File: src/rtl/mcu_spi_deframer_pkg.sv
// Shared types and constants for the MCU SPI deframer: frame states, target IDs
// and the byte width used throughout the SPI front end.
package mcu_spi_pkg;

  localparam int BYTE_W = 8;

  typedef enum logic [1:0] {
    ST_IDLE    = 2'd0,
    ST_TARGET  = 2'd1,
    ST_CMD     = 2'd2,
    ST_PAYLOAD = 2'd3
  } spi_state_e;

  localparam logic [7:0] TGT_SYS = 8'd0;
  localparam logic [7:0] TGT_HID = 8'd1;
  localparam logic [7:0] TGT_OSD = 8'd2;
  localparam logic [7:0] TGT_SDC = 8'd3;

  function automatic logic id_in_range(input logic [7:0] id, input int unsigned n);
    return ({24'd0, id} < n);
  endfunction

endpackage

File: src/rtl/mcu_spi_deframer_if.sv
// SPI pin bundle between the IO MCU (master) and the FPGA deframer (slave).
interface mcu_spi_deframer_if;

  logic spi_sck;
  logic spi_cs_n;
  logic spi_mosi;
  logic spi_miso;

  modport master (
    output spi_sck,
    output spi_cs_n,
    output spi_mosi,
    input  spi_miso
  );

  modport slave (
    input  spi_sck,
    input  spi_cs_n,
    input  spi_mosi,
    output spi_miso
  );

endinterface

File: src/rtl/mcu_spi_deframer_sync_edge.sv
// Two-flop synchroniser for one asynchronous SPI line, with rise/fall pulses
// derived from the synchronised value and its one-cycle delayed copy.
module spi_sync_edge #(
  parameter logic RST_VAL = 1'b0
) (
  input  logic clk,
  input  logic reset_n,
  input  logic din,
  output logic sync,
  output logic rise,
  output logic fall
);

  logic meta_r;
  logic sync_r;
  logic dly_r;

  // Synchroniser chain plus edge-detect history flop.
  always_ff @(posedge clk or negedge reset_n) begin
    if (!reset_n) begin
      meta_r <= RST_VAL;
      sync_r <= RST_VAL;
      dly_r  <= RST_VAL;
    end else begin
      meta_r <= din;
      sync_r <= meta_r;
      dly_r  <= sync_r;
    end
  end

  assign sync = sync_r;
  assign rise = sync_r & ~dly_r;
  assign fall = ~sync_r & dly_r;

endmodule

File: src/rtl/mcu_spi_deframer.sv
// SPI slave deframer: first byte of a CS frame selects a target, the rest are
// strobed to it while its reply byte shifts out on MISO. Optional stall
// watchdog enabled by defining MCU_SPI_TIMEOUT_EN.
module mcu_spi_deframer
  import mcu_spi_pkg::*;
#(
  parameter int TARGETS     = 4,
  parameter int TIMEOUT_CYC = 65535
) (
  input  logic                        clk,
  input  logic                        reset_n,
  mcu_spi_deframer_if.slave           spi,
  output logic [BYTE_W-1:0]           data_out,
  output logic [TARGETS-1:0]          data_in_strobe,
  output logic                        data_in_start,
  input  logic [BYTE_W*TARGETS-1:0]   target_din,
  output logic                        frame_active
);

  localparam logic [15:0] TO_LIMIT = 16'(TIMEOUT_CYC);

  logic sck_s, sck_rise_s, sck_fall_s;
  logic cs_n_s, cs_rise_s, cs_fall_s;
  logic mosi_s, mosi_rise_s, mosi_fall_s;

  spi_sync_edge #(.RST_VAL(1'b0)) u_sync_sck (
    .clk(clk), .reset_n(reset_n), .din(spi.spi_sck),
    .sync(sck_s), .rise(sck_rise_s), .fall(sck_fall_s)
  );

  // CS resets to the deasserted level so reset release never opens a frame.
  spi_sync_edge #(.RST_VAL(1'b1)) u_sync_cs (
    .clk(clk), .reset_n(reset_n), .din(spi.spi_cs_n),
    .sync(cs_n_s), .rise(cs_rise_s), .fall(cs_fall_s)
  );

  spi_sync_edge #(.RST_VAL(1'b0)) u_sync_mosi (
    .clk(clk), .reset_n(reset_n), .din(spi.spi_mosi),
    .sync(mosi_s), .rise(mosi_rise_s), .fall(mosi_fall_s)
  );

  logic unused_s;
  assign unused_s = ^{sck_s, cs_rise_s, cs_fall_s, mosi_rise_s, mosi_fall_s, TO_LIMIT};

  spi_state_e        state_r;
  spi_state_e        state_nxt_s;
  logic              frame_r;
  logic [2:0]        bit_cnt_r;
  logic [6:0]        shift_r;
  logic [BYTE_W-1:0] rx_byte_s;
  logic              byte_done_s;
  logic              emit_s;
  logic [1:0]        tgt_idx_r;
  logic              tgt_ok_r;
  logic              abort_s;
  logic              lock_s;

  logic [TARGETS-1:0] strobe_nxt_s;
  logic               start_nxt_s;
  logic [BYTE_W-1:0]  data_nxt_s;
  logic [BYTE_W-1:0]  tx_sel_s;
  logic [TARGETS-1:0] strobe_r;
  logic               start_r;
  logic [BYTE_W-1:0]  data_out_r;
  logic [BYTE_W-1:0]  tx_r;
  logic               miso_r;

  assign rx_byte_s   = {shift_r, mosi_s};
  assign byte_done_s = sck_rise_s && (bit_cnt_r == 3'd7) && (state_r != ST_IDLE);
  assign emit_s      = byte_done_s && !cs_n_s && !abort_s;

`ifdef MCU_SPI_TIMEOUT_EN
  logic [15:0] stall_cnt_r;
  logic        lock_r;

  // Stall watchdog: counts quiet cycles in an open frame, then locks out the bus until CS rises.
  always_ff @(posedge clk or negedge reset_n) begin
    if (!reset_n) begin
      stall_cnt_r <= 16'd0;
      lock_r      <= 1'b0;
    end else begin
      if (cs_n_s || sck_rise_s || sck_fall_s) begin
        stall_cnt_r <= 16'd0;
      end else if ((state_r != ST_IDLE) && !abort_s) begin
        stall_cnt_r <= stall_cnt_r + 16'd1;
      end
      if (cs_n_s) begin
        lock_r <= 1'b0;
      end else if (abort_s) begin
        lock_r <= 1'b1;
      end
    end
  end

  assign abort_s = (state_r != ST_IDLE) && (stall_cnt_r == TO_LIMIT);
  assign lock_s  = lock_r;
`else
  assign abort_s = 1'b0;
  assign lock_s  = 1'b0;
`endif

  // Frame state register; frame_active is registered from the next state.
  always_ff @(posedge clk or negedge reset_n) begin
    if (!reset_n) begin
      state_r <= ST_IDLE;
      frame_r <= 1'b0;
    end else begin
      state_r <= state_nxt_s;
      frame_r <= (state_nxt_s != ST_IDLE);
    end
  end

  // Next-state logic: CS high or a watchdog abort always closes the frame.
  always_comb begin
    state_nxt_s = state_r;
    if (cs_n_s || abort_s) begin
      state_nxt_s = ST_IDLE;
    end else begin
      case (state_r)
        ST_IDLE:    state_nxt_s = lock_s ? ST_IDLE : ST_TARGET;
        ST_TARGET:  state_nxt_s = byte_done_s ? ST_CMD : ST_TARGET;
        ST_CMD:     state_nxt_s = byte_done_s ? ST_PAYLOAD : ST_CMD;
        ST_PAYLOAD: state_nxt_s = ST_PAYLOAD;
        default:    state_nxt_s = ST_IDLE;
      endcase
    end
  end

  // Receive shifter, bit counter and target latch; partial bytes die with the frame.
  always_ff @(posedge clk or negedge reset_n) begin
    if (!reset_n) begin
      bit_cnt_r <= 3'd0;
      shift_r   <= 7'd0;
      tgt_idx_r <= 2'd0;
      tgt_ok_r  <= 1'b0;
    end else if ((state_r == ST_IDLE) || cs_n_s || abort_s) begin
      bit_cnt_r <= 3'd0;
      shift_r   <= 7'd0;
      tgt_idx_r <= 2'd0;
      tgt_ok_r  <= 1'b0;
    end else if (sck_rise_s) begin
      bit_cnt_r <= bit_cnt_r + 3'd1;
      shift_r   <= rx_byte_s[6:0];
      if ((state_r == ST_TARGET) && byte_done_s) begin
        tgt_idx_r <= rx_byte_s[1:0];
        tgt_ok_r  <= id_in_range(rx_byte_s, TARGETS);
      end
    end
  end

  // Output decode: strobe the selected target for each command/payload byte.
  always_comb begin
    strobe_nxt_s = '0;
    start_nxt_s  = 1'b0;
    data_nxt_s   = data_out_r;
    case (state_r)
      ST_CMD, ST_PAYLOAD: begin
        if (emit_s) begin
          data_nxt_s = rx_byte_s;
          for (int t = 0; t < TARGETS; t++) begin
            strobe_nxt_s[t] = tgt_ok_r && (tgt_idx_r == 2'(t));
          end
          start_nxt_s = tgt_ok_r && (state_r == ST_CMD);
        end else begin
          data_nxt_s = data_out_r;
        end
      end
      default: begin
        strobe_nxt_s = '0;
        start_nxt_s  = 1'b0;
        data_nxt_s   = data_out_r;
      end
    endcase
  end

  // Reply byte mux for the currently selected target.
  always_comb begin
    tx_sel_s = '0;
    for (int t = 0; t < TARGETS; t++) begin
      tx_sel_s = tx_sel_s | ({BYTE_W{tgt_idx_r == 2'(t)}} & target_din[BYTE_W*t +: BYTE_W]);
    end
  end

  // Registered outputs; the reply is captured in the strobe cycle and shifted on SCK falls.
  always_ff @(posedge clk or negedge reset_n) begin
    if (!reset_n) begin
      strobe_r   <= '0;
      start_r    <= 1'b0;
      data_out_r <= 8'h00;
      tx_r       <= 8'h00;
      miso_r     <= 1'b0;
    end else begin
      strobe_r   <= strobe_nxt_s;
      start_r    <= start_nxt_s;
      data_out_r <= data_nxt_s;
      if (state_r == ST_IDLE) begin
        tx_r   <= 8'h00;
        miso_r <= 1'b0;
      end else if (|strobe_r) begin
        tx_r <= tx_sel_s;
      end else if (sck_fall_s) begin
        miso_r <= tx_r[7];
        tx_r   <= {tx_r[6:0], 1'b0};
      end
    end
  end

  assign data_out       = data_out_r;
  assign data_in_strobe = strobe_r;
  assign data_in_start  = start_r;
  assign frame_active   = frame_r;
  assign spi.spi_miso   = miso_r;

endmodule
File: src/flat_wrapper.sv
// flat-port wrapper written by rule: the top's interface ports become plain ports
module mcu_spi_deframer_flat import mcu_spi_pkg::*;
#(
  parameter int TARGETS     = 4,
  parameter int TIMEOUT_CYC = 65535
)
  (clk, reset_n, data_out, data_in_strobe, data_in_start, target_din, frame_active, spi_spi_sck, spi_spi_cs_n, spi_spi_mosi, spi_spi_miso);
  mcu_spi_deframer_if spi_i ();
  input  logic clk;
  input  logic reset_n;
  output logic [BYTE_W-1:0] data_out;
  output logic [TARGETS-1:0] data_in_strobe;
  output logic data_in_start;
  input  logic [BYTE_W*TARGETS-1:0] target_din;
  output logic frame_active;
  input wire logic [$bits(spi_i.spi_sck)-1:0] spi_spi_sck;
  input wire logic [$bits(spi_i.spi_cs_n)-1:0] spi_spi_cs_n;
  input wire logic [$bits(spi_i.spi_mosi)-1:0] spi_spi_mosi;
  output wire logic [$bits(spi_i.spi_miso)-1:0] spi_spi_miso;
  assign spi_i.spi_sck = spi_spi_sck;
  assign spi_i.spi_cs_n = spi_spi_cs_n;
  assign spi_i.spi_mosi = spi_spi_mosi;
  assign spi_spi_miso = spi_i.spi_miso;
  mcu_spi_deframer #(.TARGETS(TARGETS), .TIMEOUT_CYC(TIMEOUT_CYC)) u_core (.clk(clk), .reset_n(reset_n), .spi(spi_i), .data_out(data_out), .data_in_strobe(data_in_strobe), .data_in_start(data_in_start), .target_din(target_din), .frame_active(frame_active));
endmodule
File: config.mk
export PLATFORM = sky130hd
export DESIGN_NAME = mcu_spi_deframer_flat
export DESIGN_NICKNAME = d
export VERILOG_FILES = /design/src/rtl/mcu_spi_deframer_pkg.sv /design/src/rtl/mcu_spi_deframer_if.sv /design/src/rtl/mcu_spi_deframer_sync_edge.sv /design/src/rtl/mcu_spi_deframer.sv /design/src/flat_wrapper.sv
export SDC_FILE = /design/constraint.sdc
export NUM_CORES = 1
export LEC_CHECK = 0
export BUFFER_PORTS_ARGS = -buffer_cell sky130_fd_sc_hd__buf_4
export CAP_MARGIN = 20
export CELL_PAD_IN_SITES_DETAIL_PLACEMENT = 1
export CELL_PAD_IN_SITES_GLOBAL_PLACEMENT = 1
export CORE_MARGIN = 3
export CORE_UTILIZATION = 41
export DETAILED_ROUTE_END_ITERATION = 10
export GPL_TIMING_DRIVEN = 0
export HOLD_SLACK_MARGIN = 0.15
export PLACE_DENSITY_LB_ADDON = 0.25
export SLEW_MARGIN = 10
export SYNTH_ARGS = -nofsm -noshare
export SYNTH_HDL_FRONTEND = slang
export SYNTH_HIERARCHICAL = 1
export SYNTH_SLANG_ARGS = --single-unit
File: constraint.sdc
create_clock -name clk -period 2.25 [get_ports clk]
set_clock_uncertainty 0.1 [all_clocks]
set_input_delay 0.5625 -clock clk [delete_from_list [all_inputs] [get_ports clk]]
set_output_delay 0.5625 -clock clk [all_outputs]
set_load 0.02 [all_outputs]
# After elaboration in Yosys (flattened, before gate mapping)
# Index checks and enable logic that the tools add are counted.
# op_classes
add_sub_neg,1
n_mux,24
n_lt_le_gt_ge,1
n_bitwise,11
n_eq_ne,8
n_reduce_logical,24
# op_table
op,count
AND 8 bit,4
2-to-1 mux 8 bit,3
bitwise OR 8 bit,3
2-to-1 mux 7 bit,2
2-to-1 mux 2 bit,5
nonzero test 2 bit,5
logical AND 1 bit,9
2-to-1 mux 1 bit,9
"== test 2 bit, second input constant",4
"less-than comparator 8 x 3 -> 1 bit, second input constant",1
2-to-1 mux 4 bit,2
case mux 2 bit (4 select lines),1
2-to-1 mux 3 bit,2
AND reduction 2 bit,3
"== test 2 x 1 -> 1 bit, second input constant",2
zero test 2 bit,2
OR reduction 4 bit,1
"adder 3 x 1 -> 3 bit, second input constant",1
"== test 3 bit, second input constant",1
nonzero test 3 bit,1
AND 1 bit,2
"!= test 2 x 1 -> 1 bit, second input constant",1
inverter 1 bit,2
OR reduction 2 bit,1
other kinds (2),2
# word_totals
register_bits,45
elab_cells,87
out_inout_bits,15
input_bits,37

# Longest topological paths before layout
# Gate-level depths: netlist of run 1.
# logic_depth
ltp_word,8
mapped_depth,6
depth_no_buf,5

# By module
# The synthesis of run 1 kept the hierarchy.
# modules_own_cells
mod,n_inst,area_each_um2,cells_per_inst,seq_area_each_um2
mcu_spi_deframer,1,1793.0,156,950.9
spi_sync_edge at u_core.u_sync_mosi ...,2,90.1,5,75.1
spi_sync_edge at u_core.u_sync_cs,1,93.8,5,78.8

# Worst setup path after synthesis of run 1
# Ideal clock, no wire load.
# synth_path
path_type,register to register
startpoint,register u_core.bit_cnt_r[0]
endpoint,register u_core.tgt_ok_r
n_path_buf,0
t_arrival_ns,1.467
path_stages_with_launch,6
t_required_ns,2.072
setup_time_ns,0.078
period_less_slack_ns,1.645
setup_slack_ns,0.605
cell_sequence,dfrtp_1 ha_1 ha_1 nand4b_2 or4_1 a21oi_1
# synth_via
elab_chain_len,6
# synth_rtl
element,line_no,text
start: declaration,mcu_spi_deframer.sv:48,logic [2:0] bit_cnt_r;
start signal: assignment,mcu_spi_deframer.sv:142,bit_cnt_r <= bit_cnt_r + 3'd1;
== test 3 bit,mcu_spi_deframer.sv:69,assign byte_done_s = sck_rise_s && (bit_cnt_r == 3'd7) && (state_r != ST_IDLE);
logical AND 1 bit (2 in a row),mcu_spi_deframer.sv:69,
logical AND 1 bit,mcu_spi_deframer.sv:144,if ((state_r == ST_TARGET) && byte_done_s) begin
nonzero test 2 bit (no source line),--,
AND reduction 2 bit (no source line),--,
end signal: assignment,mcu_spi_deframer.sv:146,"tgt_ok_r <= id_in_range(rx_byte_s, TARGETS);"
end: declaration,mcu_spi_deframer.sv:54,logic tgt_ok_r;
# No other way between the ends.
# A chain may end at the register's enable or synchronous reset.

# Worst setup path in the final report of run 1
# Same ends and word-level chain as after synthesis.

==> reports/metrics.cfg, run 1 <==
[status]
status=finished, final reports clean

[synthesis]
syn_nets=204
yosysWarningCount=6
syn_avg_cell_area_um2=12.0
synth_area_um2=1990
syn_inst=165

[grt]
grt_pass1_vias=1557
grtUsageMet2_pct=30.0
grt_pass1_wl_um=7470
grt_use_met3_pct=3.96
grt_max_degree=46
antenna_found_initial=0
grt_busiest_layer=met2
gr-usage-all-layers_pct=17.7
met1_usage_pct=22.3
grt_remaining_overflow=0

[sta]
rsz0062_at_grt=false
slew_headroom_pct=59.2
tightest_slew_ns=0.609
setup_tns_ns=0
setup_violations=0
post-route-period-util_pct=84.3
layout_min_cycle_time_ns=1.90
slew_violations=0
hold_viol=0
fmax_ghz=0.527
fin_worst_hold_slack_ns=0.156

[routing]
initialDrtViolationCount=51
final_antenna_net_count=0
wl_per_cell_um=17.1
totalWireLength_um=4720
via_count=1496
drc=0
dr.pass1.iters=4
viasPerCell=5.42

[clock_tree]
clk-insertion-delay-late_ns=0.29
root_buffer=clkbuf_8
postCtsHoldBufs=0
cts_made_buffers=5
cts_max_level=2
clockBufferDepth=2
ctsResizeCount=0
numClockSinks=45
cts_tree=done
cts_setup_buffers=0
clkTransAtPathRegs_ns=0.08

[critical_path]
r2r-end=u_core/tgt_ok_r
startpoint_type=flip-flop
arrival_ns=2.01
crit_path_max_fanout=5
reg2reg_setup_slack_ns=0.35
timing.rr.start=u_core/bit_cnt_r[0]
startpoint=u_core/bit_cnt_r[0]
endpoint_kind=flip-flop
cp.required_ns=2.36
crit_type=flip-flop to flip-flop
r2r.worst_path.cells=5

[floorplanning]
num_rows=24
io_pins=52
core_um2=4500
die_y_um=75.6
initial_core_util_pct=44.1
dieArea_um2=5710
die_x_um=75.6

[place]
port_buffers=51
hpwl_um=3540
routabilityCongestion=0.736

[flow_run]
maxCapViolCount=0

[cells_and_area]
final_common_cell=buf_4
layout_common_cells=buf_4 (52), dfrtp_1 (43), nand2_1 (28)
nNetsFinal=262
layout-drive-gt1-share_pct=33.0
antenna_cells=0
area_growth_pct=27.1

[power]
switching_share_pct=21.3
p_sw_w=0.000306
p_clk_share_pct=35.1
p_leak_nw=1.25
power-per-cell-area_nw_per_um2=569
power.internal_w=0.00113
combinationalPowerShare_pct=7.4
ir_drop_v=0.000345
power_frac_seq_pct=57.4

[min_path]
holdCritPathClass=primary input to async pin

## sequential cells by signal, summed over array words and instances, names as in the netlist, 2 cells and up
| name | cells |
|---|---|
| u_core/state_r | 2 |
| u_core/data_in_strobe | 4 |
| u_core/shift_r | 7 |
| u_core/data_out | 8 |
| u_core/tgt_idx_r | 2 |
| u_core/tx_r | 8 |
| u_core/bit_cnt_r | 3 |
## per-layer routing
metal  share of wire, %  routed length (µm)
met1                 40                1900
met2                 52                2480
met3                5.3                 249
met4                1.9                  89
met5                  0                   0
## final cells by class
class | instances | area [µm²]
Buffer | 9 | 41.3
Clock buffer | 8 | 90.1
Fill cell | 505 | 1980
Inverter | 2 | 7.51
Multi-Input combinational cell | 109 | 808
Sequential cell | 45 | 1130
Tap cell | 52 | 65.1
Timing Repair Buffer | 51 | 383
## through the flow
step           setup WS, ns  power, W  utilization [%]  cells  cell area, µm²
5_1_grt               0.205   0.00151             56.0    276            2520
2_1_floorplan         0.605  0.000878                -    165            1990
3_3_place_gp          0.466  0.000946             54.0    268            2430
6_report              0.354   0.00144             56.0    276            2520
4_1_cts               0.341   0.00146             56.0    276            2520
3_5_place_dp          0.402  0.000950             54.0    268            2430
## critical path, cell delays in order (launching register included)
cell      delay, ns
dfrtp_1        0.38
ha_1           0.18
ha_1           0.26
nand4b_2       0.23
or4_1          0.52
a21oi_1        0.14
## worst max path at each step
stage,to,slack (ns),cells past startpoint
2_1_floorplan,u_core/tgt_ok_r,0.60,5
3_3_place_gp,u_core/tgt_ok_r,0.47,5
3_5_place_dp,u_core/data_in_strobe[1],0.40,6
4_1_cts,u_core/data_in_strobe[1],0.34,6
5_1_grt,u_core/tgt_ok_r,0.20,5
6_report,u_core/tgt_ok_r,0.35,5
## power groups by stage
stage	combinational, W	clock [W]	sequential [W]
6_report	0.000107	0.000505	0.000825
5_1_grt	0.000117	0.000565	0.000827
4_1_cts	0.000110	0.000521	0.000825
3_5_place_dp	0.000109	0	0.000841
3_3_place_gp	0.000106	0	0.000840
2_1_floorplan	0.0000370	0	0.000841
No activity file was read; power rests on OpenSTA's default activity.
==> run 2: changes to the inputs <==
--- a/config.mk
+++ b/config.mk
@@ -10,7 +10,7 @@
 export CELL_PAD_IN_SITES_DETAIL_PLACEMENT = 1
 export CELL_PAD_IN_SITES_GLOBAL_PLACEMENT = 1
 export CORE_MARGIN = 3
-export CORE_UTILIZATION = 41
+export CORE_UTILIZATION = 37
 export DETAILED_ROUTE_END_ITERATION = 10
 export GPL_TIMING_DRIVEN = 0
 export HOLD_SLACK_MARGIN = 0.15
==> constraint.sdc (replaced) <==
create_clock -name clk -period 1.74 [get_ports clk]
set_clock_uncertainty 0.1 [all_clocks]
set_input_delay 0.435 -clock clk [delete_from_list [all_inputs] [get_ports clk]]
set_output_delay 0.435 -clock clk [all_outputs]
set_load 0.02 [all_outputs]
==> reports/metrics.cfg, run 2 (synthesis gave the netlist of run 1 again) <==
[floorplanning]
num_rows=26
io_pins=52
core_um2=5140
die_y_um=79.3
dieArea_um2=6280
initial_core_util_pct=38.6
die_x_um=79.3

[sta]
setup_slack_ns=0.0638
layout_min_cycle_time_ns=1.68
slew_headroom_pct=59.8
post-route-period-util_pct=96.3
slew_violations=0
fmax_ghz=0.597
setup_violations=0
hold_viol=0
setup_tns_ns=0
fin_worst_hold_slack_ns=0.253
tightest_slew_ns=0.600

[clock_tree]
cts_made_buffers=5
root_buffer=clkbuf_8
clk-insertion-delay-late_ns=0.29
clockBufferDepth=2
cts_tree=done
numClockSinks=45
clkTransAtPathRegs_ns=0.08
cts_max_level=2

[critical_path]
crit_path_max_fanout=5
cp.required_ns=1.86
r2r.worst_path.cells=5
r2r-end=u_core/tgt_ok_r
crit_chain=ha_2 -> ha_4 -> nand4b_4 -> or4_1 -> a21oi_1
crit_buf_inv=0
reg2reg_setup_slack_ns=0.06
critPathTopFamily=simple AND/OR/NAND/NOR gates
critical-path-slowest-cell=or4_1
timing.rr.start=u_core/bit_cnt_r[0]
crit_type=flip-flop to flip-flop
startpoint_type=flip-flop
arrival_ns=1.79
endpoint_kind=flip-flop
slowest_delay_ns=0.49

[place]
port_buffers=51
dp_cells=286
dp_slack_ns=-0.0737
routabilityCongestion=0.705
hpwl_um=3420

[cells_and_area]
stdcell_count=299
final_common_cell=buf_4
area_growth_pct=32.1
antenna_cells=0
layout_common_cells=buf_4 (54), dfrtp_1 (42), nand2_1 (28)
layout-drive-gt1-share_pct=35.8
nNetsFinal=267
fillers=592

[routing]
totalWireLength_um=4680
via_count=1490
initialDrtViolationCount=55
wl_per_cell_um=15.7
viasPerCell=4.98
drc=0
final_antenna_net_count=0
dr.pass1.iters=4

[grt]
grt_pass1_wl_um=7890
gr-usage-all-layers_pct=16.2
grt_pass1_vias=1633
grt_remaining_overflow=0
antenna_found_initial=0
grt_max_degree=46

[power]
p_leak_nw=1.29
ir_drop_v=0.000428
power-per-cell-area_nw_per_um2=692

[min_path]
holdPathStages=0
min_to=u_core/u_sync_sck/sync
holdCritPathClass=flip-flop to flip-flop
worstHoldStart=u_core/u_sync_sck/meta_r

[status]
status=finished, final reports clean

[flow_run]
maxCapViolCount=0

run 2: cell count changes in the layout (fill, tap and decap cells not counted), moves of 2 or more:
cell / change
clkbuf_1: -4
dlygate4sd3_1: +4
buf_4: +2
clkinv_2: +2
ha_1: -2
run 2: worst max-delay path by stage:
stage                     cells past startpoint  slack (ns)                   start                  endpoint
after floorplan                               5        0.09     u_core/bit_cnt_r[0]           u_core/tgt_ok_r
after global placement                        6       -0.04  u_core/u_sync_sck/sync  u_core/data_in_strobe[2]
after detailed placement                      6       -0.07  u_core/u_sync_sck/sync  u_core/data_in_strobe[2]
after CTS                                     5       0.005  u_core/u_sync_sck/sync       u_core/spi.spi_miso
after global routing                          5      -0.009     u_core/bit_cnt_r[0]           u_core/tgt_ok_r
final                                         5        0.06     u_core/bit_cnt_r[0]           u_core/tgt_ok_r
run 2: layer usage:
layer / global-route usage [%] / wire [µm] / part of all wire (%)
met5: 0 / 0 / 0
met2: 28.3 / 2420 / 52
met3: 4.20 / 256 / 5.5
met4: 4.64 / 53 / 1.1
met1: 19.7 / 1950 / 42
run 2: what timing repair did:
action | CTS | global route
gates resized for setup | 6 | 5
endpoints found under the hold margin | 46 | 0
pin swaps | 0 | 1
buffers inserted | 0 | 2
endpoints found under the setup margin | 7 | 22
hold buffers | 4 | 0
run 2: cell type report:
type / count / area (µm²) / share of cell area [%]
sequential: 45 / 1130 / 43.1
multi-input combinational: 109 / 832 / 31.7
timing repair buffer: 57 / 438 / 16.7
tap: 70 / 87.6 / 3.34
clock buffer: 6 / 72.6 / 2.77
buffer: 8 / 46.3 / 1.76
clock inverter: 2 / 10.0 / 0.381
inverter: 2 / 7.51 / 0.286
run 2: per-stage QoR:
stage                     util, %  cell area [µm²]  total power [W]
after detailed placement     47.8             2460          0.00123
after global routing         51.0             2620          0.00190
final                        51.0             2620          0.00181
after global placement       47.8             2460          0.00123
after CTS                    50.5             2600          0.00185
after floorplan                 -             1990          0.00113
run 2: where the power goes:
group          switching (W)  leakage, nW  internal [W]  total [W]
clock               0.000321       0.0450      0.000278   0.000599
combinational      0.0000629        0.642     0.0000856   0.000149
sequential        0.00000831        0.604       0.00106    0.00107
total               0.000392         1.29       0.00142    0.00181
==> run 3: changes to the inputs <==
--- a/config.mk
+++ b/config.mk
@@ -5,13 +5,13 @@
 export SDC_FILE = /design/constraint.sdc
 export NUM_CORES = 1
 export LEC_CHECK = 0
-export BUFFER_PORTS_ARGS = -buffer_cell sky130_fd_sc_hd__buf_4
 export CAP_MARGIN = 20
 export CELL_PAD_IN_SITES_DETAIL_PLACEMENT = 1
 export CELL_PAD_IN_SITES_GLOBAL_PLACEMENT = 1
 export CORE_MARGIN = 3
-export CORE_UTILIZATION = 37
+export CORE_UTILIZATION = 44
 export DETAILED_ROUTE_END_ITERATION = 10
+export DONT_BUFFER_PORTS = 1
 export GPL_TIMING_DRIVEN = 0
 export HOLD_SLACK_MARGIN = 0.15
 export PLACE_DENSITY_LB_ADDON = 0.25
==> reports/metrics.cfg, run 3 (synthesis gave the netlist of run 1 again) <==
[status]
status=finished, final reports clean

[routing]
via_count=1345
final_antenna_net_count=0
initialDrtViolationCount=40
totalWireLength_um=4600
drc=0
viasPerCell=5.82
wl_per_cell_um=19.9
dr.pass1.iters=4

[clock_tree]
clkTransAtPathRegs_ns=0.08
cts_max_level=2
clockBufferDepth=2
numClockSinks=45
cts_made_buffers=5
root_buffer=clkbuf_8
cts_tree=done
clk-insertion-delay-late_ns=0.30

[critical_path]
startpoint=u_core/bit_cnt_r[1]
crit_chain=ha_2 -> ha_4 -> nand4b_4 -> or4_4 -> a21oi_2
timing.rr.start=u_core/bit_cnt_r[1]
critical-path-slowest-cell=or4_4
endpoint_kind=flip-flop
r2r.worst_path.cells=5
cp.required_ns=1.86
crit_type=flip-flop to flip-flop
r2r-end=u_core/tgt_ok_r
arrival_ns=1.81
worstSetupEndpoint=u_core/tgt_ok_r
reg2reg_setup_slack_ns=0.06
crit_path_max_fanout=5
startpoint_type=flip-flop
slowest_delay_ns=0.51

[floorplanning]
die_y_um=73.2
core_um2=4170
num_rows=23
initial_core_util_pct=47.6
io_pins=52
die_x_um=73.2
dieArea_um2=5350

[min_path]
holdCritPathClass=flip-flop to flip-flop

[place]
port_buffers=0
routabilityCongestion=0.845
placed_area_um2=2050
hpwl_um=3260

[cells_and_area]
antenna_cells=0
design_area_um2=2300
layout-drive-gt1-share_pct=20.4
area_growth_pct=15.8
fillers=439
layout_common_cells=dfrtp_1 (42), nand2_1 (28), nor2_1 (22)
final_common_cell=dfrtp_1
nNetsFinal=219

[sta]
post-route-period-util_pct=96.7
setup_violations=0
setup_tns_ns=0
hold_viol=0
fmax_ghz=0.595
slew_headroom_pct=57.2
slew_violations=0
layout_min_cycle_time_ns=1.68
tightest_slew_ns=0.640

[grt]
grt_pass1_wl_um=7150
grt_max_degree=46
gr-usage-all-layers_pct=18.2
grt_remaining_overflow=0
antenna_found_initial=0
grt_pass1_vias=1462

[power]
power-per-cell-area_nw_per_um2=857
p_leak_nw=1.08
ir_drop_v=0.000776

[flow_run]
maxCapViolCount=0

[run 3: repair_timing]
item                       CTS  global route
setup endpoints to repair    6            18
pin swaps                    1             0
hold endpoints to repair    48             0
gates resized for setup      4            13
setup buffers                2             2
gates cloned                 0             0
hold buffers                 5             0
[run 3: power by group]
group	internal, W	switching (W)	total (W)
Clock	0.000468	0.000340	0.000808
Sequential	0.00106	0.0000101	0.00107
Combinational	0.0000430	0.0000507	0.0000937
Total	0.00157	0.000401	0.00197
[run 3: metal layers]
| metal | GRT usage (%) | wire (µm) | vias up |
|---|---|---|---|
| met5 | 0 | 0 | - |
| met4 | 9.02 | 139 | 0 |
| met3 | 4.96 | 324 | 13 |
| li1 | - | - | 608 |
| met2 | 30.7 | 2380 | 45 |
| met1 | 21.3 | 1760 | 679 |
[run 3: worst min path at each step]
stage / start / endpoint / slack [ns] / depth (start not counted)
3_3_place_gp: reset_n / u_core/u_sync_sck/sync / 0.04 / 0
6_report: u_core/u_sync_cs/meta_r / u_core/u_sync_cs/sync / 0.25 / 0
4_1_cts: u_core/u_sync_cs/meta_r / u_core/u_sync_cs/sync / 0.25 / 0
3_5_place_dp: reset_n / u_core/tx_r[7] / 0.04 / 0
5_1_grt: u_core/u_sync_cs/meta_r / u_core/u_sync_cs/sync / 0.26 / 0
2_1_floorplan: reset_n / u_core/bit_cnt_r[0] / 0.04 / 0
[run 3: per-stage QoR]
stage / setup slack, ns / hold WS, ns / utilization, % / total power [W] / cells
floorplan: 0.0947 / 0.0394 / - / 0.00113 / 165
global placement: -0.0295 / 0.0411 / 49.1 / 0.00114 / 215
detailed placement: -0.0725 / 0.0409 / 49.1 / 0.00115 / 215
CTS: 0.00162 / 0.254 / 54.1 / 0.00198 / 229
global route: -0.0156 / 0.261 / 55.1 / 0.00205 / 231
finish: 0.0581 / 0.253 / 55.1 / 0.00197 / 231
[run 3: final cells by class]
type	count	area [µm²]	area share, %
Clock inverter	1	30.0	1.31
Sequential cell	45	1130	49.1
Timing Repair Buffer	9	97.6	4.24
Buffer	8	46.3	2.01
Inverter	2	7.51	0.326
Multi-Input combinational cell	109	840	36.5
Clock buffer	7	86.3	3.75
Tap cell	50	62.6	2.72
[run 3: worst max-delay path, delay by kind of cell (launching register included)]
kind	cells	cell delay [ns]
AO/OA/AOI/OAI	1	0.12
adder cells (fa/ha/maj)	2	0.37
flip-flops	1	0.36
AND/OR/NAND/NOR	2	0.67
